**src/rtl/ob_client.sv**
```systemverilog
// Order-book initiator: host cmd FIFO -> 2-cycle paced registered issue, rsp FIFO back to host.
// Latency: cmd 2 cycles to cmd_vld_r, rsp 1 cycle to host_rsp_vld; backpressure via cmd_full_r / rsp_accept.
package ob_pkg;
    typedef struct packed {
        logic [3:0]  op;
        logic [7:0]  oid;
        logic [15:0] qty;
    } cmd_t;

    typedef struct packed {
        logic [7:0] oid;
        logic [7:0] code;
    } rsp_t;
endpackage

// Power-of-two circular FIFO; head is combinational, flags are registered.
module ob_fifo #(
    parameter int W = 8,
    parameter int N = 4
) (
    input  logic         clk,
    input  logic         rst,
    input  logic         i_clr,
    input  logic         i_push,
    input  logic [W-1:0] i_din,
    input  logic         i_pop,
    output logic [W-1:0] o_dout,
    output logic         o_empty,
    output logic         o_full
);
    localparam int AW = $clog2(N);

    logic [W-1:0]  r_mem [N];
    logic [AW-1:0] r_wr;
    logic [AW-1:0] r_rd;
    logic [AW:0]   r_cnt;

    always_ff @(posedge clk) begin
        if (i_push && !i_clr)
            r_mem[r_wr] <= i_din;
    end

    always_ff @(posedge clk or posedge rst) begin
        if (rst) begin
            r_wr  <= '0;
            r_rd  <= '0;
            r_cnt <= '0;
        end else if (i_clr) begin
            r_wr  <= '0;
            r_rd  <= '0;
            r_cnt <= '0;
        end else begin
            if (i_push)
                r_wr <= r_wr + 1'b1;
            if (i_pop)
                r_rd <= r_rd + 1'b1;
            r_cnt <= r_cnt + (AW+1)'(i_push) - (AW+1)'(i_pop);
        end
    end

    assign o_dout  = r_mem[r_rd];
    assign o_empty = (r_cnt == '0);
    assign o_full  = (r_cnt == (AW+1)'(N));
endmodule

module ob_client #(
    parameter int CMD_N = 4,
    parameter int RSP_N = 4,
    parameter int CNT_W = 32
) (
    input  logic              clk,
    input  logic              rst,
    input  logic              host_cmd_vld,
    input  ob_pkg::cmd_t      host_cmd,
    output logic              host_cmd_accept,
    input  logic              host_flush,
    output logic              cmd_vld_r,
    output ob_pkg::cmd_t      cmd_r,
    input  logic              cmd_full_r,
    input  logic              rsp_vld,
    input  ob_pkg::rsp_t      rsp,
    output logic              rsp_accept,
    output logic              host_rsp_vld,
    output ob_pkg::rsp_t      host_rsp,
    input  logic              host_rsp_accept,
    output logic [CNT_W-1:0]  issued_cnt,
    output logic [CNT_W-1:0]  retired_cnt,
    output logic              busy
);
    typedef enum logic {READY, SENT} state_t;

    state_t       r_state;
    ob_pkg::cmd_t w_cmd_head;
    logic         w_cmd_empty;
    logic         w_cmd_full;
    logic         w_rsp_empty;
    logic         w_rsp_full;
    logic         w_launch;
    logic         w_rsp_push;
    logic         w_rsp_pop;

    assign host_cmd_accept = host_cmd_vld & ~w_cmd_full & ~host_flush;
    // Launch only from READY so every decision sees cmd_full_r updated by the previous push.
    assign w_launch = (r_state == READY) & ~w_cmd_empty & ~cmd_full_r & ~host_flush;

    ob_fifo #(.W($bits(ob_pkg::cmd_t)), .N(CMD_N)) u_cmd_fifo (
        .clk     (clk),
        .rst     (rst),
        .i_clr   (host_flush),
        .i_push  (host_cmd_accept),
        .i_din   (host_cmd),
        .i_pop   (w_launch),
        .o_dout  (w_cmd_head),
        .o_empty (w_cmd_empty),
        .o_full  (w_cmd_full)
    );

    always_ff @(posedge clk or posedge rst) begin
        if (rst) begin
            r_state    <= READY;
            cmd_vld_r  <= 1'b0;
            cmd_r      <= '0;
            issued_cnt <= '0;
        end else begin
            case (r_state)
                READY: begin
                    if (w_launch) begin
                        r_state    <= SENT;
                        cmd_vld_r  <= 1'b1;
                        cmd_r      <= w_cmd_head;
                        issued_cnt <= issued_cnt + 1'b1;
                    end
                end
                SENT: begin
                    r_state   <= READY;
                    cmd_vld_r <= 1'b0;
                end
                default: begin
                    r_state   <= READY;
                    cmd_vld_r <= 1'b0;
                end
            endcase
        end
    end

    assign rsp_accept   = ~w_rsp_full;
    assign w_rsp_push   = rsp_vld & rsp_accept;
    assign host_rsp_vld = ~w_rsp_empty;
    assign w_rsp_pop    = host_rsp_vld & host_rsp_accept;

    ob_fifo #(.W($bits(ob_pkg::rsp_t)), .N(RSP_N)) u_rsp_fifo (
        .clk     (clk),
        .rst     (rst),
        .i_clr   (1'b0),
        .i_push  (w_rsp_push),
        .i_din   (rsp),
        .i_pop   (w_rsp_pop),
        .o_dout  (host_rsp),
        .o_empty (w_rsp_empty),
        .o_full  (w_rsp_full)
    );

    always_ff @(posedge clk or posedge rst) begin
        if (rst)
            retired_cnt <= '0;
        else if (w_rsp_push)
            retired_cnt <= retired_cnt + 1'b1;
    end

    assign busy = ~w_cmd_empty | cmd_vld_r;
endmodule

```
**config.mk**
```make
export PLATFORM = sky130hd
export DESIGN_NAME = ob_client
export DESIGN_NICKNAME = d
export VERILOG_FILES = /design/src/rtl/ob_client.sv
export SDC_FILE = /design/constraint.sdc
export NUM_CORES = 1
export LEC_CHECK = 0
export BUFFER_PORTS_ARGS = -buffer_cell sky130_fd_sc_hd__buf_2
export CAP_MARGIN = 20
export CORE_MARGIN = 5
export CORE_UTILIZATION = 38
export CTS_BUF_LIST = sky130_fd_sc_hd__clkbuf_8
export DETAILED_ROUTE_END_ITERATION = 16
export PLACE_DENSITY_LB_ADDON = 0.05
export SYNTH_ARGS = -nofsm -noshare
export SYNTH_HDL_FRONTEND = slang
export SYNTH_SLANG_ARGS = --single-unit
```
**constraint.sdc**
```tcl
create_clock -name clk -period 7.3 [get_ports clk]
set_clock_uncertainty 0.15 [all_clocks]
set_input_delay 1.095 -clock clk [delete_from_list [all_inputs] [get_ports clk]]
set_output_delay 1.095 -clock clk [all_outputs]
set_load 0.02 [all_outputs]
```
== Word level (Yosys, flattened, before mapping) ==
Memories as Yosys holds them, arrays and structs flattened. A register that Yosys moved wholly into a read port is not among the register bits.
Cells that the tools add are included.
Word-level totals
  bits in registers: 80
  memory bits (writable): 176
  input bits: 51
  output and inout port bits: 113
  logic and storage cells: 60
  memories kept: 2
Memory list
  u_cmd_fifo.r_mem: depth 4, bits a word 28, read ports 1, clocked after memory_dff 1, write ports 1, line 33  | logic [W-1:0] r_mem [N];
  u_rsp_fifo.r_mem: depth 4, bits a word 16, read ports 1, clocked after memory_dff 0, write ports 1, line 33
Operators by class
  add/sub/neg operators: 10
  equal/unequal tests: 3
  muxes and demuxes: 13
  bitwise operators: 15
  reductions and logical operators: 7
Operators with widths (number)
  adder 32 x 1 -> 32 bit (second input constant): 2
  adder 2 x 1 -> 2 bit (second input constant): 4
  2-to-1 mux 2 bit: 4
  bitwise AND 1 bit: 7
  NOT 1 bit: 7
  adder 3 x 1 -> 3 bit: 2
  == test 3 bit (second input constant): 2
  logical NOT 3 bit: 2
  2-to-1 mux 1 bit: 6
  subtractor 3 x 1 -> 3 bit: 2
  case mux 1 bit (2 select lines): 2
  nonzero test 2 bit: 2
  2-to-1 mux 3 bit: 1
  inequality test 2 x 1 -> 1 bit (second input constant): 1
  AND reduction 2 bit: 1
  logical AND 1 bit: 1
  logical NOT 1 bit: 1
  OR 1 bit: 1

== Depth between registers and ports, before layout ==
Gate-level depths: netlist of run 1.
  depth after elaboration: 7
  depth in mapped cells: 10
  mapped depth without buffers: 9

== Modules after synthesis ==
A second synthesis of run 1 with hierarchy kept.
Second synthesis, totals
  cell total of the unflattened synthesis: 690
  area total of the unflattened synthesis: 11252.0 µm²
By module, submodules not included
  ob_fifo (u_cmd_fifo): instances 1, cells an instance 186, area each 4479.3 µm², sequential area each 3538.4 µm²
  ob_client: instances 1, cells an instance 380, area each 3981.3 µm², sequential area each 2352.3 µm²
  ob_fifo (u_rsp_fifo): instances 1, cells an instance 124, area each 2791.4 µm², sequential area each 2097.0 µm²

== Worst setup path after synthesis of run 1 ==
Ideal clock, no wire load.
  path type: input to register
  from: in rsp_vld
  to: reg u_rsp_fifo.r_cnt[2]
  setup time: 123 ps
  arrival: 2805 ps
  required time: 7027 ps
  path slack: 4223 ps
  cell stages on the path: 9
  path buffers: 1
  cells stage by stage: nor2b_1 clkbuf_1 inv_1 ha_1 inv_1 ha_1 fa_1 xnor2_1 xnor2_1
On the way
  longest elaborated chain between the ends: 3
RTL lines
  start: declaration: line 80  | input logic rsp_vld,
  bitwise AND 1 bit: line 147  | assign w_rsp_push = rsp_vld & rsp_accept;
  adder 3 x 1 -> 3 bit: line 57  | r_cnt <= r_cnt + (AW+1)'(i_push) - (AW+1)'(i_pop);
  subtractor 3 x 1 -> 3 bit: line 57
  end signal: assignment: line 57
  end: declaration: line 36  | logic [AW:0] r_cnt;
No other way between the ends.
A chain may end at the register's enable or synchronous reset.

==> results_dict.tcl, run 1 <==
set metrics [dict create \
    ffs_latches_synth 284 \
    finalCritPeriodShare 0.4696 \
    worstSetupEndpointType "output pin" \
    min_path_cells 1 \
    wl_per_cell_um 18.15 \
    crit_required_ps 6050 \
    r2r_end "u_cmd_fifo.r_cnt[2]" \
    clkSinkCount 284 \
    routability_cong 0.7640 \
    numPortBuffers 163 \
    outcome "completed" \
    worst_ep_arrival_time_ps 2180 \
    syn-instance-count 693 \
    start_kind "register" \
    mappedNetlistArea_um2 11160 \
    path_cells "buf_16, mux4_2, buf_2" \
    post-cts-setup-buffers 0 \
    fp.dieArea_um2 32900 \
    route.final.wire_length_um 23880 \
    worst_r2r_startpoint "u_cmd_fifo.r_cnt[1]" \
    library_cell_contributing_the_largest_single_delay_on_the_critical_path "sky130_fd_sc_hd__dfrtp_1" \
    report.power.total_uw 4704 \
    setup-violations-final 0 \
    report.final.slew_viol_count 0 \
    clock_latency_ps 550 \
    setup_repair_after_global_routing_missed_its_margin "no" \
    worstMarginPinSlew_ps 909.6 \
    worst_slew_margin_rel 0.3936 \
    number_of_antenna_diodes 0 \
    dieHeight_um 181.4 \
    ir_drop_mv 0.1769 \
    worst_hold_startpoint "retired_cnt[31]" \
    cts.clk_slew.worst_paths_ps 60 \
    hold_viol 0 \
    syn2layout_area_growth_pct 20.94 \
    io_pins 164 \
    core_area_um2 28860 \
    yosysUniqueCellTypes 37 \
    final-instance-count-excl-fill 1316 \
    rows 62 \
    ys_warn_count 0 \
    critPathMaxFanout 10 \
    grt_pass1_wl_um 38430 \
    pin_count_of_the_biggest_net_entering_global_routing 61 \
    fill_cells 2614 \
    post_drt_via_cell_ratio 4.800 \
    grt_antenna_before_repair 2 \
    setup.worst_path.class "register to output pin" \
    post_route_cells_drive_above_1_share 0.3219 \
    number_of_cells_upsized_or_downsized_after_cts 0 \
    drt_first_iter_violations 290 \
    max_stage_delay_ps 720 \
    worst-r2r-setup-slack_ps 4340 \
    total_number_of_vias 6317 \
    cts_hold_buffers 0 \
    finalSetupTns_ps 0 \
    route.detailed.drc 0 \
    clock_buffers_created_by_tritoncts 49 \
    cts_tree "done" \
    critical_path_startpoint "u_rsp_fifo.r_rd[0]" \
    initial_utilization 0.3867 \
    place.detailed.hpwl_um 15340 \
    nets_finish 960 \
    worst_hold_path_type "register to register" \
    postRouteAntennaNets 0 \
    htree_num_levels 2 \
    cts-root-to-sink-buffers 3 \
    ff_latch_area_um2 7989 \
    synthesis.nets 759 \
    multi_input_area_um2 3008 \
    grt.overflow.total 0 \
    reg2reg_depth 8 \
    first_global_vias 6885 \
    cellPowerDensity_nw_per_um2 348.5 \
    synth_area_per_cell_um2 16.10 \
    final_period_minus_worst_setup_slack_ps 3428 \
    cellLeakagePower_uw 0.005630 \
    die_width_um 181.4 \
    maxCapViolations 0 \
    grt.total_usage 0.1462 \
    numPlacedInstances 1227 \
    max_clock_freq_ghz 0.2917 \
    clock-root-buffer "sky130_fd_sc_hd__clkbuf_8" \
    worstHoldEndpoint "retired_cnt[31]" \
    number_of_iterations_in_the_first_detailed_routing_pass 4 \
    synth_sequential_area_ratio 0.7157 \
]
## stage by stage
stage / hold slack, ps / area [um^2] / utilization / setup slack, ps
after CTS: 326.0 / 13500 / 0.4677 / 3773
after global placement: 304.1 / 12400 / 0.4297 / 3262
final: 322.0 / 13500 / 0.4677 / 3872
after floorplan: 317.9 / 11160 / - / 3209
after global routing: 331.3 / 13500 / 0.4677 / 3691
after detailed placement: 310.3 / 12480 / 0.4323 / 3478
## critical path: cells and delay by family (launching register included)
family / cells / cell delay, ps
flip-flops: 1 / 720
multiplexers: 1 / 520
buffers and inverters: 2 / 410
## area by class of cell
type / count / share of cell area
clock buffer: 60 / 0.06118
inverter: 22 / 0.006303
tap: 384 / 0.03560
timing repair buffer: 169 / 0.06767
multi-input combinational: 368 / 0.2228
sequential: 284 / 0.5919
clock inverter: 29 / 0.01455
## worst max-delay path by stage
stage	to	slack, ps	depth (start not counted)
detailed placement	u_cmd_fifo.r_cnt[2]	3480	8
CTS	host_rsp[0]	3770	3
finish	host_rsp[0]	3870	3
global placement	issued_cnt[2]	3260	5
floorplan	cmd_r[0]	3210	1
global route	host_rsp[0]	3690	3
## placed cells by master, fill, tap and decap left out, types with 3 or more instances in the layout
cell type / synthesis / routed
sky130_fd_sc_hd__edfxtp_1: 176 / 176
sky130_fd_sc_hd__buf_2: 8 / 163
sky130_fd_sc_hd__nand2_1: 119 / 119
sky130_fd_sc_hd__dfrtp_1: 108 / 107
sky130_fd_sc_hd__clkbuf_8: 0 / 60
sky130_fd_sc_hd__xnor2_1: 48 / 48
sky130_fd_sc_hd__mux4_2: 44 / 44
sky130_fd_sc_hd__inv_1: 22 / 35
sky130_fd_sc_hd__nor2_1: 28 / 28
sky130_fd_sc_hd__xor2_1: 25 / 25
sky130_fd_sc_hd__nand3_1: 18 / 18
sky130_fd_sc_hd__nand4_1: 14 / 14
sky130_fd_sc_hd__ha_1: 13 / 13
sky130_fd_sc_hd__nor3_1: 8 / 8
sky130_fd_sc_hd__and2_1: 11 / 7
sky130_fd_sc_hd__clkinv_1: 0 / 7
sky130_fd_sc_hd__or3_1: 4 / 4
sky130_fd_sc_hd__or2_2: 4 / 4
sky130_fd_sc_hd__and3_1: 4 / 4
sky130_fd_sc_hd__and2_2: 0 / 4
sky130_fd_sc_hd__clkinv_2: 0 / 4
sky130_fd_sc_hd__nor4_1: 3 / 3
sky130_fd_sc_hd__and4_1: 3 / 3
sky130_fd_sc_hd__nor2b_1: 3 / 3
sky130_fd_sc_hd__bufinv_16: 0 / 3
sky130_fd_sc_hd__buf_4: 0 / 3
## metal layers
| metal | part of all wire | track usage |
|---|---|---|
| met1 | 0.42 | 0.1854 |
| met2 | 0.50 | 0.2491 |
| met3 | 0.054 | 0.03782 |
| met4 | 0.021 | 0.04323 |
| met5 | 0.0010 | 0 |
## state kept, by name, indices dropped and copies added (netlist names), 3 cells and up
name / cells
issued_cnt: 32
u_cmd_fifo.r_cnt: 3
u_rsp_fifo.r_mem: 64
retired_cnt: 32
u_cmd_fifo.r_mem: 112
cmd_r: 28
u_rsp_fifo.r_cnt: 3
## kinds of logic after synthesis
family / Yosys count / synth area share
xor+xnor: 73 / 0.05729
mux: 44 / 0.08879
flops: 284 / 0.7157
compound gates: 3 / 0.001345
simple gates: 233 / 0.1034
fa+ha+maj: 15 / 0.01816
buf+inv: 41 / 0.01536
## synth_stat cells, drive strengths merged
library cell	number	area [um^2]
nand2	119	446.7
or4	2	15.01
dfrtp	108	2703
nor2b	3	18.77
edfxtp	176	5285
a21oi	1	5.000
nand4	15	100.1
and2	11	68.82
xnor2	48	420.4
clkbuf	10	37.54
and4bb	1	16.27
nand3	19	100.1
nand3b	1	20.02
fa	2	40.04
inv	22	82.58
mux4	44	991.0
ha	13	162.7
and4	3	26.28
or2	5	31.28
nor2	28	105.1
nor4b	2	23.77
buf	9	51.30
o21ai	2	10.01
nor3b	1	7.510
or3	5	36.28
nand4bb	1	11.26
nor3	8	40.04
and3	4	25.02
nor4	5	61.31
xor2	25	219.0
## where the power goes
group / switching [uW] / internal, uW
combinational: 631 / 460
sequential: 184 / 1960
clock: 619 / 846
No activity file was read; power rests on OpenSTA's default activity.
==> run 2, diff against run 1 <==
- clock period: 7.3 -> 3.4 ns (I/O delays scaled with it)
==> run 2 against run 1 <==
Compared with the run above:
- via count increased by 0.49%
- combinational power is 120% higher
- power grew 110%
- critical path type is now register to register
- clock-buffer cell count fell by 3
- largest cell class unchanged
- die area unchanged
- first-iteration DRC count shrank 20%
- worst setup slack lost 3300 ps
- register-to-register slack worse by 3800 ps
==> results_dict.tcl, run 2 (synthesis gave the netlist of run 1 again) <==
set metrics [dict create \
    finalSetupTns_ps 0 \
    crit_required_ps 3720 \
    worst_ep_arrival_time_ps 3180 \
    most-common-layout-cells "176 x sky130_fd_sc_hd__edfxtp_1, 163 x sky130_fd_sc_hd__buf_2, 119 x sky130_fd_sc_hd__nand2_1, 107 x sky130_fd_sc_hd__dfrtp_1, 57 x sky130_fd_sc_hd__clkbuf_8" \
    final_core_utilization 0.4755 \
    clock_latency_ps 560 \
    syn2layout_area_growth_pct 22.96 \
    postPlaceCellArea_um2 12530 \
    biggestRegsByFlops "u_cmd_fifo.r_mem x112, u_rsp_fifo.r_mem x64" \
    largest_register_ffs 112 \
    final_cell_area_um2 13720 \
    regMostFlops "u_cmd_fifo.r_mem" \
    worst_hold_path_type "input pin to register" \
    setup_repair_after_global_routing_missed_its_margin "no" \
    post_drt_via_cell_ratio 4.678 \
    htree_num_levels 2 \
    worst_hold_startpoint "rsp[12]" \
    fp.dieArea_um2 32900 \
    die_width_um 181.4 \
    grt.total_usage 0.1463 \
    clock-root-buffer "sky130_fd_sc_hd__clkbuf_8" \
    grt_antenna_before_repair 1 \
    critical_path_startpoint "u_rsp_fifo.r_cnt[2]" \
    outcome "completed" \
    setup-violations-final 0 \
    grt.overflow.total 0 \
    cts.clk_slew.worst_paths_ps 60 \
    hold_viol 0 \
    cts_tree "done" \
    first_global_vias 6841 \
    critPathMaxFanout 12 \
    worst_r2r_startpoint "u_rsp_fifo.r_cnt[2]" \
    ir_drop_mv 0.3231 \
    io_pins 164 \
    cts_hold_buffers 26 \
    max_clock_freq_ghz 0.3485 \
    post_route_cells_drive_above_1_share 0.3155 \
    nets_finish 998 \
    postRouteAntennaNets 0 \
    worstMarginPinSlew_ps 912.3 \
    cts-root-to-sink-buffers 3 \
    report.power.total_uw 9804 \
    route.final.wire_length_um 24040 \
    rows 62 \
    number_of_iterations_in_the_first_detailed_routing_pass 4 \
    post-cts-setup-buffers 0 \
    setup.worst_path.class "register to register" \
    worstSetupEndpointType "register" \
    route.detailed.drc 0 \
    finalCritPeriodShare 0.8438 \
    cellLeakagePower_uw 0.005771 \
    core_area_um2 28860 \
    number_of_antenna_diodes 0 \
    clock_buffers_created_by_tritoncts 50 \
    clkSinkCount 284 \
    report.final.slew_viol_count 0 \
    total_number_of_vias 6348 \
    cellPowerDensity_nw_per_um2 714.4 \
    pin_count_of_the_biggest_net_entering_global_routing 67 \
    layout_commonest_cell "sky130_fd_sc_hd__edfxtp_1" \
    final_period_minus_worst_setup_slack_ps 2869 \
    start_kind "register" \
    drt_first_iter_violations 232 \
    number_of_cells_upsized_or_downsized_after_cts 0 \
    holdWs_ps 43.81 \
    maxCapViolations 0 \
    worst_slew_margin_rel 0.3918 \
    place.detailed.hpwl_um 15640 \
    routability_cong 0.7843 \
    grt_pass1_wl_um 38480 \
    dieHeight_um 181.4 \
    numPortBuffers 163 \
    wl_per_cell_um 17.72 \
    initial_utilization 0.3867 \
]
==> run 2: final timing paths <==
path	end	slack, ps	depth (start not counted)
setup / recovery	u_rsp_fifo.r_cnt[2]	530	9
hold / removal	u_rsp_fifo.r_mem[0][12]	40	1
setup reg to reg	u_rsp_fifo.r_cnt[2]	530	9
hold reg to reg	issued_cnt[31]	310	1
max in group asynchronous	u_cmd_fifo.r_rd[0]	2020	4
min in group asynchronous	cmd_r[3]	340	3
==> run 2: layer usage <==
| layer | track usage | wire length, um | up-vias |
|---|---|---|---|
| met2 | 0.2502 | 12070 | 146 |
| met4 | 0.04113 | 446 | 2 |
| met1 | 0.1886 | 10280 | 3170 |
| li1 | - | - | 2990 |
| met3 | 0.03341 | 1230 | 40 |
| met5 | 0 | 11 | - |
==> run 2: area by class of cell <==
| type | count | area [um^2] |
|---|---|---|
| inverters | 22 | 86.33 |
| flip-flops and latches | 284 | 7989 |
| well taps | 384 | 480.5 |
| repair buffers | 206 | 1229 |
| fillers | 2575 | 15130 |
| clock inverters | 36 | 147.6 |
| clock buffers | 57 | 784.5 |
| multi-input cells | 368 | 3007 |
==> run 2: where the power goes <==
group          internal [uW]  leakage [uW]  switching, uW
sequential              4220       0.00300            377
clock                   1530      0.000564           1330
combinational            990       0.00221           1360
==> run 2: worst max-delay path: stages, from the launching register on <==
cell,delay [ps]
sky130_fd_sc_hd__dfrtp_1,400
sky130_fd_sc_hd__nor3b_1,210
sky130_fd_sc_hd__nor2b_1,630
sky130_fd_sc_hd__inv_1,130
sky130_fd_sc_hd__ha_1,300
sky130_fd_sc_hd__inv_1,40
sky130_fd_sc_hd__ha_1,190
sky130_fd_sc_hd__fa_1,430
sky130_fd_sc_hd__xnor2_1,170
sky130_fd_sc_hd__xnor2_1,130
==> run 2: metrics by stage <==
stage | std cells | setup WS, ps
floorplan | 693 | 863.7
global placement | 1238 | 603.8
detailed placement | 1238 | 532.7
CTS | 1357 | 522.2
global route | 1357 | 244.3
finish | 1357 | 530.9
==> run 3, diff against run 2 <==
- clock period: 3.4 -> 3 ns (I/O delays scaled with it)
==> run 3 against run 2 <==
Compared with the run above:
- sequential power rose by 13%
- register-to-register slack got worse by 50 ps
- non-clock buffer count increased by 21
- flip-flop and latch count unchanged
- critical path type is now register to output pin
- critical endpoint is now host_rsp[10]
- largest power group unchanged
- highest routed layer unchanged
==> results_dict.tcl, run 3 (synthesis gave the netlist of run 1 again) <==
set metrics [dict create \
    initial_utilization 0.3867 \
    finalSetupTns_ps 0 \
    grt.overflow.total 0 \
    cellPowerDensity_nw_per_um2 804.3 \
    clock_buffers_created_by_tritoncts 50 \
    crit_required_ps 2400 \
    cellLeakagePower_uw 0.005845 \
    worstHoldEndpoint "u_rsp_fifo.r_rd[0]" \
    post_route_cells_drive_above_1_share 0.3065 \
    die_width_um 181.4 \
    critPathMaxFanout 16 \
    worst_r2r_startpoint "u_rsp_fifo.r_cnt[1]" \
    fp.dieArea_um2 32900 \
    largest_register_ffs 112 \
    number_of_antenna_diodes 0 \
    post-cts-setup-buffers 0 \
    finalCritPeriodShare 0.8641 \
    drt_first_iter_violations 265 \
    regMostFlops "u_cmd_fifo.r_mem" \
    htree_num_levels 2 \
    io_pins 164 \
    grt_antenna_before_repair 1 \
    dieHeight_um 181.4 \
    layout_commonest_cell "sky130_fd_sc_hd__edfxtp_1" \
    most-common-layout-cells "176 x sky130_fd_sc_hd__edfxtp_1, 163 x sky130_fd_sc_hd__buf_2, 119 x sky130_fd_sc_hd__nand2_1, 107 x sky130_fd_sc_hd__dfrtp_1, 55 x sky130_fd_sc_hd__clkbuf_8" \
    max_clock_freq_ghz 0.3858 \
    route.final.wire_length_um 24040 \
    first_global_vias 7060 \
    hold_viol 0 \
    pin_count_of_the_biggest_net_entering_global_routing 92 \
    critical_path.top_delay_family "multiplexers" \
    start_kind "register" \
    worst_ep_arrival_time_ps 1990 \
    core_area_um2 28860 \
    route.detailed.drc 0 \
    worst_hold_startpoint "host_rsp_accept" \
    critical_path_buf_inv_count 2 \
    r2r_end "u_rsp_fifo.r_cnt[2]" \
    clock-root-buffer "sky130_fd_sc_hd__clkbuf_8" \
    setup-violations-final 0 \
    worstSetupEndpointType "output pin" \
    syn2layout_area_growth_pct 24.90 \
    path_cells "buf_4, mux4_2, buf_2" \
    grt.total_usage 0.1468 \
    post_drt_via_cell_ratio 4.747 \
    max_stage_delay_ps 550 \
    worst_hold_path_type "input pin to register" \
    biggestRegsByFlops "u_cmd_fifo.r_mem x112, u_rsp_fifo.r_mem x64" \
    outcome "completed" \
    clkSinkCount 284 \
    min_path_cells 3 \
    total_number_of_vias 6546 \
    setup.worst_path.class "register to output pin" \
    cts-root-to-sink-buffers 3 \
    routability_cong 0.7543 \
    worst-r2r-setup-slack_ps 480 \
    rows 62 \
    final_period_minus_worst_setup_slack_ps 2592 \
    maxCapViolations 0 \
    reg2reg_depth 9 \
    worst_slew_margin_rel 0.4046 \
    cts.clk_slew.worst_paths_ps 60 \
    library_cell_contributing_the_largest_single_delay_on_the_critical_path "sky130_fd_sc_hd__mux4_2" \
    number_of_iterations_in_the_first_detailed_routing_pass 6 \
    wl_per_cell_um 17.44 \
    final_core_utilization 0.4830 \
    postRouteAntennaNets 0 \
    ir_drop_mv 0.3903 \
    multi_input_area_um2 3007 \
    place.detailed.hpwl_um 15590 \
    report.final.slew_viol_count 0 \
    worstMarginPinSlew_ps 893.1 \
    nets_finish 1019 \
    fill_cells 2546 \
    grt_pass1_wl_um 38970 \
    setup_repair_after_global_routing_missed_its_margin "no" \
    numPortBuffers 163 \
    ff_latch_area_um2 7989 \
    cts_tree "done" \
    clock_latency_ps 550 \
]
## run 3: cell types whose count changed in the layout (fill, tap and decap cells not counted)
cell	delta
sky130_fd_sc_hd__buf_12	-1
sky130_fd_sc_hd__bufinv_16	+1
sky130_fd_sc_hd__clkbuf_8	-2
sky130_fd_sc_hd__clkinv_1	+6
sky130_fd_sc_hd__clkinv_2	-1
sky130_fd_sc_hd__dlygate4sd3_1	+22
sky130_fd_sc_hd__inv_1	-4
sky130_fd_sc_hd__inv_8	+1
## run 3: cell type report
type | instances | share of cell area
Inverter | 22 | 0.006193
Multi-Input combinational cell | 368 | 0.2157
Sequential cell | 284 | 0.5731
Timing Repair Buffer | 227 | 0.1025
Clock buffer | 55 | 0.05430
Clock inverter | 39 | 0.01373
Tap cell | 384 | 0.03447
## run 3: layer usage
layer  track usage  vias up  share of wire
met5             0        -        0.00046
met4       0.04083        2          0.020
met3       0.03862       48          0.060
met2        0.2488      168           0.50
met1        0.1879     3290           0.42
li1              -     3038              -
## run 3: worst max-delay path by stage
stage / from / endpoint / slack, ps / depth (start not counted)
2_1_floorplan: u_rsp_fifo.r_cnt[2] / u_rsp_fifo.r_cnt[2] / 460 / 10
3_3_place_gp: u_rsp_fifo.r_cnt[1] / u_rsp_fifo.r_cnt[2] / 600 / 8
3_5_place_dp: u_rsp_fifo.r_cnt[1] / u_rsp_fifo.r_cnt[2] / 510 / 9
4_1_cts: u_rsp_fifo.r_rd[0] / host_rsp[10] / 320 / 3
5_1_grt: u_rsp_fifo.r_rd[0] / host_rsp[14] / 260 / 3
6_report: u_rsp_fifo.r_rd[0] / host_rsp[10] / 410 / 3
## run 3: timing repair
| item | CTS | global route |
|---|---|---|
| gates resized for setup | 0 | 0 |
| endpoints found under the hold margin | 197 | 0 |
| hold buffers | 48 | 0 |
## run 3: power by group
part	switching (uW)	internal, uW
clock	1530	1770
sequential	387	4780
combinational	1600	1140
total	3520	7690
## run 3: worst min-delay path, delay by kind of cell
family        cells  cell delay, ps
simple gates      1             180
buf+inv           1              90
xor+xnor          1              80
## run 3: through the flow
stage | std cells | setup slack (ps) | hold slack, ps | instance area (um^2) | power (uW)
floorplan | 693 | 463.7 | 317.9 | 11160 | 7014
global placement | 1237 | 597.7 | 304.5 | 12510 | 7967
detailed placement | 1237 | 507.0 | 311.5 | 12510 | 8025
CTS | 1379 | 317.3 | 100.7 | 13940 | 11460
global route | 1379 | 262.2 | 129.2 | 13940 | 11910
finish | 1379 | 407.8 | 155.0 | 13940 | 11210
